[config.mk]
export PLATFORM = sky130hd
export DESIGN_NAME = tmds_channel_decoder
export DESIGN_NICKNAME = d
export VERILOG_FILES = /design/src/rtl/tmds_pkg.sv /design/src/rtl/tmds_word_decode.sv /design/src/rtl/tmds_channel_decoder.sv
export SDC_FILE = /design/constraint.sdc
export NUM_CORES = 1
export LEC_CHECK = 0
export BUFFER_PORTS_ARGS = -buffer_cell sky130_fd_sc_hd__buf_4
export CORE_ASPECT_RATIO = 1.75
export CORE_MARGIN = 2
export CORE_UTILIZATION = 54
export CTS_CLUSTER_SIZE = 16
export DETAILED_ROUTE_END_ITERATION = 16
export PLACE_DENSITY = 0.77
export SLEW_MARGIN = 20
export SYNTH_ARGS = -nofsm -noshare
export SYNTH_HDL_FRONTEND = slang
export SYNTH_HIERARCHICAL = 1
export SYNTH_SLANG_ARGS = --single-unit
[constraint.sdc]
create_clock -name clk -period 2.1 [get_ports clk]
set_input_delay 0.21 -clock clk [delete_from_list [all_inputs] [get_ports clk]]
set_output_delay 0.21 -clock clk [all_outputs]
set_load 0.005 [all_outputs]
[src/rtl/tmds_pkg.sv]
// Shared TMDS definitions: control tokens (also used by the transmitter
// encoder), alignment FSM state type and the token classifier.
package tmds_pkg;

  // Control tokens as 10-bit words; bit 0 is the first bit on the wire.
  localparam logic [9:0] TMDS_CTRL_00 = 10'b1101010100;
  localparam logic [9:0] TMDS_CTRL_01 = 10'b0010101011;
  localparam logic [9:0] TMDS_CTRL_10 = 10'b0101010100;
  localparam logic [9:0] TMDS_CTRL_11 = 10'b1010101011;

  typedef enum logic {
    SEARCH = 1'b0,
    LOCKED = 1'b1
  } tmds_align_state_t;

  // Returns {hit, cd[1:0]}; cd is 0 when the word is not a token.
  function automatic logic [2:0] is_ctrl_token(input logic [9:0] w);
    logic [2:0] r;
    case (w)
      TMDS_CTRL_00: r = 3'b100;
      TMDS_CTRL_01: r = 3'b101;
      TMDS_CTRL_10: r = 3'b110;
      TMDS_CTRL_11: r = 3'b111;
      default:      r = 3'b000;
    endcase
    return r;
  endfunction

endpackage

[src/rtl/tmds_word_decode.sv]
// Combinational 10b->8b TMDS data decode plus control-token classification.
module tmds_word_decode
  import tmds_pkg::*;
(
  input  logic [9:0] word,
  output logic [7:0] data,
  output logic       ctrl_hit,
  output logic [1:0] ctrl_cd
);

  logic [7:0] q;

  // Undo the optional inversion (bit 9), then the XOR/XNOR chain (bit 8).
  always_comb begin
    q       = word[9] ? ~word[7:0] : word[7:0];
    data    = '0;
    data[0] = q[0];
    for (int i = 1; i < 8; i++)
      data[i] = word[8] ? (q[i] ^ q[i-1]) : ~(q[i] ^ q[i-1]);
    {ctrl_hit, ctrl_cd} = is_ctrl_token(word);
  end

endmodule

[src/rtl/tmds_channel_decoder.sv]
// Receive-side decoder for one DVI TMDS lane: bit-slip word alignment by
// control-token runs, then 10b->8b decode with a DE flag.
// Optional lock statistics outputs when TMDS_LOCK_STATS_EN is defined.
module tmds_channel_decoder
  import tmds_pkg::*;
#(
  parameter int CTRL_RUN       = 8,
  parameter int SEARCH_TIMEOUT = 2048,
  parameter int LOCK_TIMEOUT   = 4096
) (
  input  logic        clk,
  input  logic        reset,
  input  logic [9:0]  raw_word,
  output logic [7:0]  vd,
  output logic [1:0]  cd,
  output logic        de,
  output logic        locked,
  output logic [3:0]  offset
`ifdef TMDS_LOCK_STATS_EN
  ,
  output logic [15:0] lock_loss_cnt,
  output logic [15:0] slip_cnt
`endif
);

  localparam int RUN_W  = (CTRL_RUN > 1) ? $clog2(CTRL_RUN) : 1;
  localparam int TMO_MX = (SEARCH_TIMEOUT > LOCK_TIMEOUT) ? SEARCH_TIMEOUT : LOCK_TIMEOUT;
  localparam int TMO_W  = $clog2(TMO_MX);

  tmds_align_state_t state_q, state_d;
  logic [RUN_W-1:0]  run_q, run_d;
  logic [TMO_W-1:0]  tmo_q, tmo_d;
  logic [3:0]        offset_q, offset_d;
  logic [9:0]        prev_q, prev_d;
  logic [9:0]        align_q, align_d;
  logic [7:0]        vd_q, vd_d;
  logic [1:0]        cd_q, cd_d;
  logic              de_q, de_d;

  logic [19:0]       win_sh;
  logic [7:0]        dec_data;
  logic              dec_hit;
  logic [1:0]        dec_cd;

  // Alignment window: previous word below current, slid right by offset.
  always_comb begin
    prev_d  = raw_word;
    win_sh  = {raw_word, prev_q} >> offset_q;
    align_d = win_sh[9:0];
  end

  // Decode and classify the stage-1 aligned word.
  tmds_word_decode u_dec (
    .word     (align_q),
    .data     (dec_data),
    .ctrl_hit (dec_hit),
    .ctrl_cd  (dec_cd)
  );

  // Alignment FSM: hunt for a token run, slip on timeout, drop on silence.
  always_comb begin
    state_d  = state_q;
    run_d    = run_q;
    tmo_d    = tmo_q;
    offset_d = offset_q;
    case (state_q)
      SEARCH: begin
        tmo_d = tmo_q + 1'b1;
        run_d = dec_hit ? run_q + 1'b1 : '0;
        // Lock has priority over a coincident slip.
        if (dec_hit && run_q == RUN_W'(CTRL_RUN - 1)) begin
          state_d = LOCKED;
          run_d   = '0;
          tmo_d   = '0;
        end else if (tmo_q == TMO_W'(SEARCH_TIMEOUT - 1)) begin
          offset_d = (offset_q == 4'd9) ? 4'd0 : offset_q + 4'd1;
          run_d    = '0;
          tmo_d    = '0;
        end
      end
      LOCKED: begin
        if (dec_hit) begin
          tmo_d = '0;
        end else if (tmo_q == TMO_W'(LOCK_TIMEOUT - 1)) begin
          state_d = SEARCH;
          run_d   = '0;
          tmo_d   = '0;
        end else begin
          tmo_d = tmo_q + 1'b1;
        end
      end
      default: state_d = SEARCH;
    endcase
  end

  // Stage-2 outputs: data updates vd, tokens update cd, nothing while unlocked.
  always_comb begin
    vd_d = vd_q;
    cd_d = cd_q;
    de_d = 1'b0;
    if (state_q == LOCKED) begin
      if (dec_hit) begin
        cd_d = dec_cd;
      end else begin
        vd_d = dec_data;
        de_d = 1'b1;
      end
    end
  end

  // State, counters and pipeline registers.
  always_ff @(posedge clk or negedge reset) begin
    if (!reset) begin
      state_q  <= SEARCH;
      run_q    <= '0;
      tmo_q    <= '0;
      offset_q <= '0;
      prev_q   <= '0;
      align_q  <= '0;
      vd_q     <= '0;
      cd_q     <= '0;
      de_q     <= 1'b0;
    end else begin
      state_q  <= state_d;
      run_q    <= run_d;
      tmo_q    <= tmo_d;
      offset_q <= offset_d;
      prev_q   <= prev_d;
      align_q  <= align_d;
      vd_q     <= vd_d;
      cd_q     <= cd_d;
      de_q     <= de_d;
    end
  end

  assign vd     = vd_q;
  assign cd     = cd_q;
  assign de     = de_q;
  assign locked = (state_q == LOCKED);
  assign offset = offset_q;

`ifdef TMDS_LOCK_STATS_EN
  logic [15:0] loss_cnt_q, loss_cnt_d;
  logic [15:0] slip_cnt_q, slip_cnt_d;

  // Saturating event counters for lock loss and offset slips.
  always_comb begin
    loss_cnt_d = loss_cnt_q;
    slip_cnt_d = slip_cnt_q;
    if (state_q == LOCKED && state_d == SEARCH && loss_cnt_q != 16'hFFFF)
      loss_cnt_d = loss_cnt_q + 16'd1;
    if (offset_d != offset_q && slip_cnt_q != 16'hFFFF)
      slip_cnt_d = slip_cnt_q + 16'd1;
  end

  // Statistics registers.
  always_ff @(posedge clk or negedge reset) begin
    if (!reset) begin
      loss_cnt_q <= '0;
      slip_cnt_q <= '0;
    end else begin
      loss_cnt_q <= loss_cnt_d;
      slip_cnt_q <= slip_cnt_d;
    end
  end

  assign lock_loss_cnt = loss_cnt_q;
  assign slip_cnt      = slip_cnt_q;
`endif

endmodule

Yosys cells after proc, flatten, opt, wreduce, memory -nomap -nowiden:

Cells that the tools add are included.

* equality and inequality tests: 10
* $add $sub $neg: 3
* mux-type cells: 27
* reductions and logical operators: 5
* bitwise logic cells: 18
* shifts and indexed selects: 1

Operator list (number)
* two-way mux 12 bit: 4
* one-hot mux 12 bit (2 select lines): 1
* equality test 10 bit, second input constant: 2
* right shift 20 x 4 -> 10 bit: 1
* two-way mux 3 bit: 5
* adder 12 x 1 -> 12 bit, second input constant: 1
* equality test 12 x 11 -> 1 bit, second input constant: 1
* equality test 12 bit, second input constant: 1
* two-way mux 1 bit: 12
* one-hot mux 3 bit (4 select lines): 1
* equality test 10 x 8 -> 1 bit, second input constant: 1
* equality test 10 x 9 -> 1 bit, second input constant: 1
* NOT 1 bit: 10
* two-way mux 8 bit: 1
* NOT 8 bit: 1
* bitwise XOR 1 bit: 7
* one-hot mux 3 bit (2 select lines): 1
* AND reduction 2 bit: 3
* adder 4 x 1 -> 4 bit, second input constant: 1
* equality test 4 bit, second input constant: 1
* two-way mux 4 bit: 1
* adder 3 x 1 -> 3 bit, second input constant: 1
* equality test 3 bit, second input constant: 1
* AND reduction 3 bit: 1
* other kinds (4): 4

* bits in registers: 51
* word-level logic and storage cells: 73
* input port bits: 12

Logic depth before layout (Yosys ltp):

* depth in word-level cells: 6
* mapped depth: 9

By module:

The synthesis kept the hierarchy.

Modules (own cells, without submodules)
* tmds_channel_decoder: area an instance 2768.9 µm², cells each 225, seq. area each 1276.2 µm², instances 1
* tmds_word_decode: area an instance 216.5 µm², cells each 24, seq. area each 0.0 µm², instances 1

Worst setup path before layout:

No wires, ideal clock.

* path type: register to register
* start point: register align_q[8]
* end point: register offset_q[3] (netlist: offset[3])
* setup slack: 0.109 ns
* setup time: 0.069 ns
* data required time: 2.031 ns
* arrival time: 1.922 ns
* stages on the path, launching flop included: 10
* cells stage by stage: dfrtp_1 > buf_6 > and4bb_1 > nand3_2 > o22ai_1 > buf_6 > a211oi_1 > nand2_1 > or4_1 > nand3_1

* cells in the longest elaborated chain, start to end: 5
* elaborated cells on any way between the ends: 8
* classes of those cells: 4 x eq/ne; 1 x mux; 1 x bitwise; 2 x reduce/logical

Ends and longest elaborated chain
* from (decl): line tmds_channel_decoder.sv:35 `logic [9:0] align_q, align_d;`
* from (signal assigned): line tmds_channel_decoder.sv:129 `align_q <= align_d;`
* equality test 10 bit (tied with other cells): line tmds_pkg.sv:19 `case (w)`
* one-hot mux 3 bit (4 select lines) *: line tmds_pkg.sv:19
* via dec_hit: line tmds_channel_decoder.sv:42 `logic dec_hit;`
* logical AND 1 bit *: line tmds_channel_decoder.sv:71 `if (dec_hit && run_q == RUN_W'(CTRL_RUN - 1)) begin`
* NOT 1 bit (no source line) *
* AND reduction 3 bit (no source line) *
* to (signal assigned): line tmds_channel_decoder.sv:127 `offset_q <= offset_d;`
* to (decl): line tmds_channel_decoder.sv:33 `logic [3:0] offset_q, offset_d;`

The timed path passes the listed nets; every way through them passes the cells marked *.
A chain may end at the register's enable or synchronous reset.

Worst setup path in the final report:

* start point: register align_q[7]
* end point: register offset_q[3] (netlist: offset[3])

The elaborated chain is that of the path after synthesis.

==> impl_results.md <==
* Netlist cell types at 48
* Worst hold path endpoint: prev_q[7]
* Headroom to the max-slew limit at 0.536
* Warnings from Yosys at 6
* Die W at 60.2 um
* Max Slew Vio Count at 0
* H-tree Lvls at 2
* Worst hold path class: in -> reg
* Share of cells above drive strength 1 at 0.292
* DR vias at 2,010
* Setup tns final at 0 ns
* Fin. Hold Viols at 0
* Startpoint Class: register
* Max IR drop VDD at 0.409 mV
* Net count, final at ~290
* Worst Path Arrival at ~2.2 ns
* GRT Residual Overflow at 0
* CTS tree: done
* CP cell instances: and4bb_1 > nand3_2 > o22ai_2 > a211oi_2 > nand2_1 > or4_1 > nand3_1
* Layout Skew at 0.0104 ns
* Cell area after synthesis at 2990 um2
* Clock-pin slew on the worst setup and hold paths at 0.09 ns
* Sequential area share after synthesis at 0.427
* Total track usage at 0.215
* Post-synth top flop: dfrtp_1
* Hold path start: raw_word[7]
* Slew @ Worst Pin at 0.695 ns
* Post CTS Setup Buffer Count at 0
* Number of global-route vias before repair at between 2,000 and 2,500
* Crit-path max cell delay at a little under 0.5 ns
* Hold Crit Depth at 1
* Post-route setup slack at 0.158 ns
* R2r setup slk at 0.16 ns
* Drt first pass iters at 4
* DRT Wirelength at about 6000 um
* Max cap viols at 0
* First-pass GRT wire length at around 9700 um
* HPWL Detailed at 4410 um
* Placed cell areas at 3230 um2
* Async SR Flop Fraction at 1.00
* Max Fclk at 515 MHz
* WS Path Type: reg -> reg
* Per-cell routed wire length at ~17 um
* Status: complete, no violations
* FF-to-FF path depth at 7
* Antenna Nets Post-Route at 0
* Post-synth EDFFs at 0
* Post-route clock period utilization at 0.925
* Fill count at 442
* Largest net degree at the start of global routing at 52
* IO buf count at 27
* Core Footprint at 5300 um2
* DR vias/cell at 5.73
* Power Dens Cells at 560 nW/um2
* Final Cell Area at 3360 um2
* Post-Place Setup Slack at 0.107 ns
* R2r startpoint: align_q[7]
* # IOs at 28
* Seq cells post-synth at 51
* Number of diodes at 0
* DRC at 0
* Mapped Cells at 249
* Most common cell after layout, fill and taps aside: dfrtp_1
* Initial antenna violation count at 0
* Fin crit period at around 2 ns
* Reg-to-Reg End: offset[3]
* RSZ-0062 raised after global routing: no
* Row count at 35
* Most frequent cells in the layout: dfrtp_1 (51), buf_4 (36), nor2_1 (16), nand2_1 (16), xor2_1 (15)
* Clock Sink Count at 51
* Leak pwr at 1.42 nW
* Total power at around 1.9 mW
* Max Root-Sink Buffers at 2
* Num CTS Buffers at 5
* DR iter-0 viols at 64
* Cell Count, Final, Fillers Out at 351
* CTS root buf: clkbuf_8
* Die ar. at 6160 um2
* Area grow syn2layout at 12.7%
* Syn Nets at 264
* Crit-path slowest cell: or4_1
* Mean post-synth cell area at approximately 12 um2
* Worst Setup End Kind: register
* Worst-path fanout max at 4
* WHS at between 0.02 and 0.03 ns
* Die height at between 100 and 150 um
* CP required at 2.34 ns
* Worst-Skew Late Latency at between 0.3 and 0.4 ns
* Routability congestion estimate at 0.917
* Utilization after layout at 0.635
* Initial Utilization at 0.563
* Dpl cells at 342
* Final Setup Violations at 0
## critical path, delay by kind of cell (launching register included)
| family | cells | cell delay (ns) |
|---|---|---|
| AO/OA/AOI/OAI | 2 | 0.44 |
| flip-flops | 1 | 0.41 |
| AND/OR/NAND/NOR | 5 | 1.03 |
## Yosys cell counts, drive strengths merged, types with 3 or more instances
| library cell | n | area [um2] |
|---|---|---|
| dfrtp | 51 | 1280 |
| mux2 | 16 | 191 |
| mux4 | 16 | 372 |
| nand2 | 16 | 60.1 |
| nor2 | 16 | 60.1 |
| buf | 15 | 131 |
| xor2 | 15 | 131 |
| o21ai | 11 | 55.1 |
| mux2i | 10 | 100 |
| xnor2 | 9 | 78.8 |
| a21oi | 8 | 40.0 |
| nand3 | 6 | 35.0 |
| o22ai | 6 | 43.8 |
| inv | 5 | 18.8 |
| nor2b | 5 | 31.3 |
| a211oi | 4 | 30.0 |
| nand4 | 4 | 40.0 |
| clkbuf | 3 | 11.3 |
| ha | 3 | 37.5 |
| nor3b | 3 | 22.5 |
## final cells by class
class	instances	area (um2)	share of cell area
multi-input combinational	175	1560	0.463
sequential	51	1280	0.379
timing repair buffer	38	300	0.0893
tap	74	92.6	0.0275
clock buffer	6	82.6	0.0245
clock inverter	2	35.0	0.0104
inverter	5	18.8	0.00558
## routing by layer
| metal | up-vias | share of wire | track usage |
|---|---|---|---|
| met1 | 986 | 0.38 | 0.241 |
| met3 | 11 | 0.030 | 0.0266 |
| li1 | 961 | - | - |
| met4 | 0 | 0.031 | 0.103 |
| met2 | 52 | 0.56 | 0.388 |
| met5 | - | 0 | 0 |
## registers in the layout (all words and copies together), names as in the netlist
register and flops:
locked 1, prev_q 10, tmo_q 12, vd 8
run_q 3, de 1, cd 2, align_q 10
offset 4
## timing repair
| action | 4_1_cts | 5_1_grt |
|---|---|---|
| hold endpoints to repair | 51 | 0 |
| setup endpoints to repair | 0 | 24 |
| gates resized for setup | 0 | 2 |
| hold buffers | 1 | 0 |
## where the power goes
| group | internal (mW) | switching, mW | total (mW) |
|---|---|---|---|
| combinational | 0.0749 | 0.0729 | 0.148 |
| sequential | 1.00 | 0.0222 | 1.02 |
| clock | 0.386 | 0.328 | 0.714 |
## cells by family (layout without fill, tap and decap cells)
kind of cell | count (synthesis) | after routing | synth area share
AOI/OAI and AO/OA | 37 | 37 | 0.0796
xor gates and xnor gates | 24 | 24 | 0.0704
adders and majority gates | 3 | 3 | 0.0126
buffers and inverters | 23 | 51 | 0.0541
DFF | 51 | 51 | 0.427
muxes | 42 | 42 | 0.222
and+or+nand+nor | 69 | 69 | 0.134
## how the worst max path moves through the flow
stage | to | slack, ns | from
final | offset[3] | 0.16 | align_q[7]
after global placement | offset[3] | 0.15 | align_q[7]
after CTS | offset[3] | 0.03 | align_q[7]
after global routing | offset[3] | 0.05 | align_q[7]
after detailed placement | offset[3] | 0.11 | align_q[7]
after floorplan | offset[3] | 0.11 | align_q[8]
Note: power is estimated with default switching activity, not from simulation.
